<file path="src/rtl/rgen_apb_master_bridge.sv">
// rgen_apb_master_bridge
// Turns a valid/ready host command stream into single APB4 master transfers
// and returns each result as a valid/ready response (read data + 2-bit status).
// One transfer in flight at a time: IDLE -> SETUP -> ACCESS -> RESPONSE.
// Optional ACCESS-phase timeout: define RGEN_APB_MASTER_BRIDGE_TIMEOUT_EN.
// Without it, ACCESS waits for i_pready indefinitely.

module rgen_apb_master_bridge #(
    parameter int ADDRESS_WIDTH  = 16,
    parameter int DATA_WIDTH     = 32,
    parameter int TIMEOUT_CYCLES = 255
) (
    input  logic                      clk,
    input  logic                      rst_n,
    // host request
    input  logic                      i_request_valid,
    output logic                      o_request_ready,
    input  logic                      i_request_write,
    input  logic [ADDRESS_WIDTH-1:0]  i_request_address,
    input  logic [DATA_WIDTH-1:0]     i_request_write_data,
    input  logic [DATA_WIDTH/8-1:0]   i_request_strobe,
    // host response
    output logic                      o_response_valid,
    input  logic                      i_response_ready,
    output logic [DATA_WIDTH-1:0]     o_response_read_data,
    output logic [1:0]                o_response_status,
    // APB4 master
    output logic [ADDRESS_WIDTH-1:0]  o_paddr,
    output logic [2:0]                o_pprot,
    output logic                      o_psel,
    output logic                      o_penable,
    output logic                      o_pwrite,
    output logic [DATA_WIDTH-1:0]     o_pwdata,
    output logic [DATA_WIDTH/8-1:0]   o_pstrb,
    input  logic                      i_pready,
    input  logic [DATA_WIDTH-1:0]     i_prdata,
    input  logic                      i_pslverr
);

    localparam int STRB_WIDTH = DATA_WIDTH / 8;

    localparam logic [1:0] STATUS_OK      = 2'b00;
    localparam logic [1:0] STATUS_SLVERR  = 2'b01;
    localparam logic [1:0] STATUS_TIMEOUT = 2'b10;

    // Elaboration-time parameter sanity checks.
    if (!(DATA_WIDTH == 8 || DATA_WIDTH == 16 || DATA_WIDTH == 32 || DATA_WIDTH == 64)) begin : g_bad_data_width
        $error("rgen_apb_master_bridge: DATA_WIDTH must be 8, 16, 32 or 64");
    end
    if (TIMEOUT_CYCLES < 1) begin : g_bad_timeout
        $error("rgen_apb_master_bridge: TIMEOUT_CYCLES must be >= 1");
    end

    typedef enum logic [1:0] {
        IDLE     = 2'd0,
        SETUP    = 2'd1,
        ACCESS   = 2'd2,
        RESPONSE = 2'd3
    } state_t;

    state_t                    state_reg;
    state_t                    state_next;

    logic [ADDRESS_WIDTH-1:0]  paddr_reg;
    logic                      pwrite_reg;
    logic [DATA_WIDTH-1:0]     pwdata_reg;
    logic [STRB_WIDTH-1:0]     pstrb_reg;
    logic                      psel_reg;
    logic                      penable_reg;
    logic                      response_valid_reg;
    logic [DATA_WIDTH-1:0]     response_read_data_reg;
    logic [1:0]                response_status_reg;

    logic                      accept;
    logic                      complete;
    logic                      timeout_hit;

    assign accept   = (state_reg == IDLE) && i_request_valid;
    assign complete = (state_reg == ACCESS) && i_pready;

`ifdef RGEN_APB_MASTER_BRIDGE_TIMEOUT_EN
    localparam int CNT_WIDTH = $clog2(TIMEOUT_CYCLES + 1);

    logic [CNT_WIDTH-1:0] wait_count_reg;

    // Count stalled ACCESS cycles; held at zero outside ACCESS so each entry starts fresh.
    always_ff @(posedge clk or negedge rst_n) begin
        if (!rst_n) begin
            wait_count_reg <= '0;
        end else if (state_reg != ACCESS) begin
            wait_count_reg <= '0;
        end else if (!i_pready) begin
            wait_count_reg <= wait_count_reg + 1'b1;
        end
    end

    // Expiry fires in the ACCESS cycle whose stall brings the count to TIMEOUT_CYCLES;
    // a simultaneous i_pready takes priority and completes the transfer normally.
    assign timeout_hit = (state_reg == ACCESS) && !i_pready &&
                         (wait_count_reg == CNT_WIDTH'(TIMEOUT_CYCLES - 1));
`else
    assign timeout_hit = 1'b0;
`endif

    // State register.
    always_ff @(posedge clk or negedge rst_n) begin
        if (!rst_n) begin
            state_reg <= IDLE;
        end else begin
            state_reg <= state_next;
        end
    end

    // Next-state decode.
    always_comb begin
        state_next = state_reg;
        case (state_reg)
            IDLE:     if (i_request_valid) state_next = SETUP;
            SETUP:    state_next = ACCESS;
            ACCESS:   if (i_pready || timeout_hit) state_next = RESPONSE;
            RESPONSE: if (i_response_ready) state_next = IDLE;
            default:  state_next = IDLE;
        endcase
    end

    // APB request fields: loaded on acceptance, held until the next acceptance.
    always_ff @(posedge clk or negedge rst_n) begin
        if (!rst_n) begin
            paddr_reg  <= '0;
            pwrite_reg <= 1'b0;
            pwdata_reg <= '0;
            pstrb_reg  <= '0;
        end else if (accept) begin
            paddr_reg  <= i_request_address;
            pwrite_reg <= i_request_write;
            pwdata_reg <= i_request_write_data;
            pstrb_reg  <= i_request_write ? i_request_strobe : '0;
        end
    end

    // APB control and response-valid registered from the next state so they align with it.
    always_ff @(posedge clk or negedge rst_n) begin
        if (!rst_n) begin
            psel_reg           <= 1'b0;
            penable_reg        <= 1'b0;
            response_valid_reg <= 1'b0;
        end else begin
            psel_reg           <= (state_next == SETUP) || (state_next == ACCESS);
            penable_reg        <= (state_next == ACCESS);
            response_valid_reg <= (state_next == RESPONSE);
        end
    end

    // Response payload: captured at completion or abort, stable through RESPONSE.
    always_ff @(posedge clk or negedge rst_n) begin
        if (!rst_n) begin
            response_read_data_reg <= '0;
            response_status_reg    <= STATUS_OK;
        end else if (complete) begin
            response_read_data_reg <= (!pwrite_reg && !i_pslverr) ? i_prdata : '0;
            response_status_reg    <= i_pslverr ? STATUS_SLVERR : STATUS_OK;
        end else if (timeout_hit) begin
            response_read_data_reg <= '0;
            response_status_reg    <= STATUS_TIMEOUT;
        end
    end

    assign o_request_ready      = (state_reg == IDLE);
    assign o_response_valid     = response_valid_reg;
    assign o_response_read_data = response_read_data_reg;
    assign o_response_status    = response_status_reg;
    assign o_paddr              = paddr_reg;
    assign o_pprot              = 3'b000;
    assign o_psel               = psel_reg;
    assign o_penable            = penable_reg;
    assign o_pwrite             = pwrite_reg;
    assign o_pwdata             = pwdata_reg;
    assign o_pstrb              = pstrb_reg;

endmodule

</file>
<file path="config.mk">
export PLATFORM = sky130hd
export DESIGN_NAME = rgen_apb_master_bridge
export DESIGN_NICKNAME = d
export VERILOG_FILES = /design/src/rtl/rgen_apb_master_bridge.sv
export SDC_FILE = /design/constraint.sdc
export NUM_CORES = 1
export LEC_CHECK = 0
export BUFFER_PORTS_ARGS = -buffer_cell sky130_fd_sc_hd__buf_2
export CAP_MARGIN = 20
export CORE_AREA = 2 2 96 98
export CTS_BUF_LIST = sky130_fd_sc_hd__clkbuf_8 sky130_fd_sc_hd__clkbuf_16
export DETAILED_ROUTE_END_ITERATION = 16
export DIE_AREA = 0 0 98 100
export GPL_TIMING_DRIVEN = 0
export PLACE_DENSITY = 0.75
export SLEW_MARGIN = 0
export SYNTH_ARGS = -nofsm -noshare
export SYNTH_HDL_FRONTEND = slang
export SYNTH_SLANG_ARGS = --single-unit
</file>
<file path="constraint.sdc">
create_clock -name clk -period 1.5 [get_ports clk]
set_input_delay 0.3 -clock clk [delete_from_list [all_inputs] [get_ports clk]]
set_output_delay 0.3 -clock clk [all_outputs]
set_load 0.05 [all_outputs]
</file>
==> impl_results.md, run 1 <==
* Status: finished, violations left
* Failing checks: setup timing
* Reg-to-Reg Start: state_reg[1]
* Met3 Wirelength at roughly 610 um
* Final period util at 1.04
* Post-Place Cells at 580
* Root Buffer: clkbuf_8
* Total of max-cap violations at 0
* Critical Path AT at 1770 ps
* Hold Vio Cnt, Final at 0
* Post-route setup slack at -52.9 ps
* Mapped Avg Cell Area at 12.4 um2
* Worst slew margin at 0.594
* Nets at 578
* Setup CP Type: flip-flop to flip-flop
* Pre-Repair DR Iteration Count at 4
* RSZ-0062 raised after global routing: true
* Largest area contributor in the netlist: dfrtp_1
* Vias per cell at 4.60
* Drc violations at 0
* Post-Syn Area at between 3000 and 4000 um2
* Synth warnings at 0
* Sequential share of the synthesized area at 0.642
* Reg-to-reg critical path endpoint: o_pwdata[26]
* Netlist cell types at 20
* Highest Signal Layer: met4
* Multi-input gate area at 1160 um2
* Synth Register Bits at just over 90
* Initial antenna violation count at 0
* Gr usage total at 0.168
* Die H at 100 um
* # diodes at 0
* Synthesized netlist cell count at between 200 and 300
* Metal-1 WL at 3360 um
* R2r worst-path depth at 4
* Hold endpoint: o_pwdata[17]
* Crit-path max FO at 10
* Initial Utilization at 0.399
* Post-DRT Antenna Nets at 0
* Critical Path Source: state_reg[1]
* Die ar. at 9800 um2
* H-tree levels at 3
* IO Count at 185
* Area Overhead vs Synth at 39.4%
* Crit end category: flip-flop
* Largest net degree at the start of global routing at 48
* Vias in the first global route at 2652
* IO buf count at 180
* GPL Wtd Cong at 0.825
* FF-to-FF setup slack at -50 ps
* Clk sinks at 91
* Core Footprint at 8890 um2
* Die W at 98 um
* Fmax at about 640 MHz
* Row count at 35
* First-pass GRT wire length at 13000 um
* Minimum clock period after layout at 1550 ps
* HP Class: primary input to flip-flop
* Worst path required time at 1720 ps
* Yosys top cell area share at 0.642
* DPL Wire Length at 6240 um
* WL final at about 8200 um
* CTS clock-pin slew for the worst setup and hold paths at 90 ps
* Commonest cells after routing, fill and taps aside: buf_2, dfrtp_1, nand2_1
* First DRT Iteration DRCs at 63
* Post-Layout Cell Count at 601
* Met2 Wirelength at 4150 um
* FF/Latch Area at 2280 um2
* Crit path launch type: flip-flop
* CTS tree: built
* Final setup fails at 18
* Routed wire per std cell at approximately 14 um
* FILL cells at approximately 800
* Most common cell after layout, fill and taps aside: buf_2
* Skew-Pair Late Insertion Delay at 340 ps
* Max Root-Sink Buffers at 2
* Hold depth at 2
* Worst clock skew at 10.4 ps
* Synth top area cells: dfrtp_1, mux2_2, nand2_1
* Share of cells above drive strength 1 at 0.559
* Worst-Margin Slew at 610 ps
* Hold_sp: i_request_write_data[17]
* DR vias at roughly 2800
* Slew Viols, Final at 0
* Total CTS buffers at 9
* GRT overflow at 0
[logic make-up (layout without fill, tap and decap cells)]
kind of cell               after synthesis  after routing  synth area share
and+or+nand+nor                         82             82            0.0921
other                                    1              4           0.00106
DFF                                     91             91             0.642
muxes                                   50             50             0.170
adders and majority gates                1              1           0.00353
buffers and inverters                   22            224            0.0360
AOI/OAI and AO/OA                       38             38            0.0544
[cell usage after synthesis]
| library cell | n |
|---|---|
| or3b_1 | 1 |
| a21boi_0 | 1 |
| dfrtp_1 | 91 |
| buf_6 | 2 |
| ha_1 | 1 |
| buf_2 | 3 |
| o21ai_0 | 36 |
| and3_1 | 1 |
| buf_8 | 1 |
| mux2_4 | 11 |
| inv_1 | 1 |
| nor2_1 | 4 |
| nand3b_1 | 1 |
| conb_1 | 1 |
| nand2b_1 | 3 |
| nand2_1 | 72 |
| clkbuf_1 | 11 |
| buf_4 | 4 |
| mux2_2 | 39 |
| a21oi_1 | 1 |
[timing repair]
item,CTS,global route
setup buffers,4,2
endpoints found under the hold margin,46,0
gates resized for setup,15,10
hold buffers,1,0
pin swaps,1,2
endpoints found under the setup margin,83,83
[metrics by stage]
stage	utilization	cell area (um2)	hold slack, ps	worst slack (ps)	setup TNS, ps
2_1_floorplan	-	3560	4.41	-68.8	-735
3_3_place_gp	0.517	4600	457	-641	-62400
3_5_place_dp	0.521	4630	345	-195	-6080
4_1_cts	0.552	4910	156	-91.8	-1270
5_1_grt	0.556	4940	156	-87.5	-1570
6_report	0.556	4940	176	-52.9	-506
[per-layer routing]
layer  GRT usage  up-vias
li1            -     1335
met4      0.0545        0
met2       0.282      121
met5           0        -
met1       0.212     1301
met3      0.0446        9
[cell type report]
type                            instances  share of cell area
Buffer                                 20              0.0294
Clock buffer                           10              0.0278
Clock inverter                          5              0.0159
Inverter                                1            0.000759
Multi-Input combinational cell        175               0.235
Sequential cell                        91               0.461
Tap cell                              111              0.0281
Timing Repair Buffer                  188               0.202
[critical path: stages (launching register included)]
cell	delay, ps
dfrtp_1	410
or3b_4	440
buf_8	150
buf_12	140
mux2_4	300
[worst max-delay path by stage]
stage                            to  slack, ps  cells after the start
finish                 o_pwdata[26]        -50                      4
global route        o_request_ready        -90                      3
CTS                    o_pwdata[26]        -90                      4
detailed placement     o_pwdata[26]       -200                      5
global placement        o_pwdata[8]       -640                      1
floorplan              o_pwdata[17]        -70                      5
Power of run 1 is not shown: default switching activity piles up to over one toggle a cycle in this logic, so the estimate is an artifact.
==> inputs of run 2 (changes only) <==
CAP_MARGIN = 5   (was 20)
RECOVER_POWER = 50   (was default)
==> run 2 against run 1 <==
The run still ends with setup timing left; final cell count unchanged; sequential cell count unchanged; critical endpoint unchanged; fmax about the same; register-to-register slack about the same.
==> impl_results.md, run 2 (synthesis gave the netlist of run 1 again) <==
* Final period util at 1.03
* H-tree levels at 3
* Critical Path Source: state_reg[1]
* CTS tree: built
* HP Class: primary input to flip-flop
* DR vias at 2771
* IO buf count at 180
* Skew-Pair Late Insertion Delay at roughly 340 ps
* Pre-Repair DR Iteration Count at 4
* Final setup fails at 18
* Slew Viols, Final at 0
* Max incr delay on CP at 440 ps
* Final core utilization at 0.554
* FILL cells at 800
* Fmax at 645 MHz
* Critical-path top delay cell: or3b_4
* Crit-path cells: or3b_4 > buf_8 > buf_12 > mux2_4
* Failing checks: setup timing
* Worst clock skew at 10.7 ps
* FF-to-FF setup slack at -50 ps
* CP Depth at 4
* GPL Wtd Cong at 0.825
* Initial Utilization at 0.399
* Routed wire per std cell at 13.7 um
* Most common cell after layout, fill and taps aside: buf_2
* Initial antenna violation count at 0
* Total CTS buffers at 9
* Nets at approximately 580
* Minimum clock period after layout at 1550 ps
* Worst slew margin at 0.580
* Root Buffer: clkbuf_8
* Post-DRT Antenna Nets at 0
* Crit-path max FO at 10
* Max Root-Sink Buffers at 2
* Area Overhead vs Synth at 39.0%
* Status: finished, violations left
* Post-route setup slack at -51.6 ps
* Vias in the first global route at 2652
* GRT overflow at 0
* Gr usage total at 0.168
* Commonest cells after routing, fill and taps aside: buf_2, dfrtp_1, nand2_1
* Die H at approximately 100 um
* # diodes at 0
* DPL Wire Length at 6240 um
* Critical Path AT at roughly 1800 ps
* CP bufs+invs at 2
* Crit path capture: o_pwdata[26]
* Setup CP Type: flip-flop to flip-flop
* Row count at 35
* Core Footprint at 8890 um2
* RSZ-0062 raised after global routing: true
* Crit end category: flip-flop
* Pre-CTS setup slack at -195 ps
* Hold Vio Cnt, Final at 0
* Worst-Margin Slew at between 600 and 700 ps
* Worst path required time at approximately 1700 ps
* CTS clock-pin slew for the worst setup and hold paths at 90 ps
* Die W at between 90 and 100 um
* First-pass GRT wire length at 13000 um
* Vias per cell at 4.61
* WL final at between 8000 and 9000 um
* Share of cells above drive strength 1 at 0.559
* Die ar. at around 9800 um2
* Reg-to-reg critical path endpoint: o_pwdata[26]
* Drc violations at 0
* Reg-to-Reg Start: state_reg[1]
* Largest net degree at the start of global routing at 48
* Clk sinks at 91
* Total of max-cap violations at 0
* IO Count at about 190
* Largest delay contributor family on the critical path: simple AND/OR/NAND/NOR gates
* Crit path launch type: flip-flop
* R2r worst-path depth at 4
* First DRT Iteration DRCs at 64
run 2: cell count changes in the layout (fill, tap and decap cells not counted), sizes merged:
cell | previous run | this run
buf | 199 | 195
clkbuf | 18 | 22
run 2: worst min path at each step:
stage / from / endpoint / slack, ps / cells after the start
floorplan: rst_n / o_paddr[0] / 4 / 0
global placement: o_response_read_data[30] / o_response_read_data[30] / 460 / 2
detailed placement: rst_n / o_response_read_data[30] / 340 / 1
CTS: i_request_write_data[17] / o_pwdata[17] / 160 / 2
global route: i_request_write_data[17] / o_pwdata[17] / 160 / 2
finish: i_request_write_data[17] / o_pwdata[17] / 180 / 2
run 2: repair_timing:
| item | CTS | global route |
|---|---|---|
| setup buffers | 4 | 2 |
| gates resized for setup | 15 | 10 |
| hold buffers | 1 | 0 |
| setup endpoints to repair | 83 | 83 |
| pin swaps | 1 | 2 |
| hold endpoints to repair | 46 | 0 |
run 2: final cells by class:
class,instances,area [um2],area share
sequential,91,2280,0.463
multi-input combinational,175,1160,0.236
timing repair buffer,188,980,0.199
buffer,20,145,0.0295
tap,111,139,0.0282
clock buffer,10,138,0.0279
clock inverter,5,78.8,0.0160
inverter,1,3.75,0.000762
run 2: per-layer routing:
metal | wire length, um | track usage
met5 | 0 | 0
met4 | 74 | 0.0545
met3 | 606 | 0.0446
met2 | 4190 | 0.282
met1 | 3350 | 0.212
run 2: per-stage QoR:
step                      hold slack [ps]  cell area [um2]  cells  TNS (ps)
after detailed placement              345             4630    580     -6080
after global routing                  156             4930    601     -2710
after CTS                             156             4910    599     -1270
final                                 176             4930    601      -479
after floorplan                      4.41             3560    288      -735
after global placement                457             4600    579    -62400
Power of run 2 is left out for the same reason.
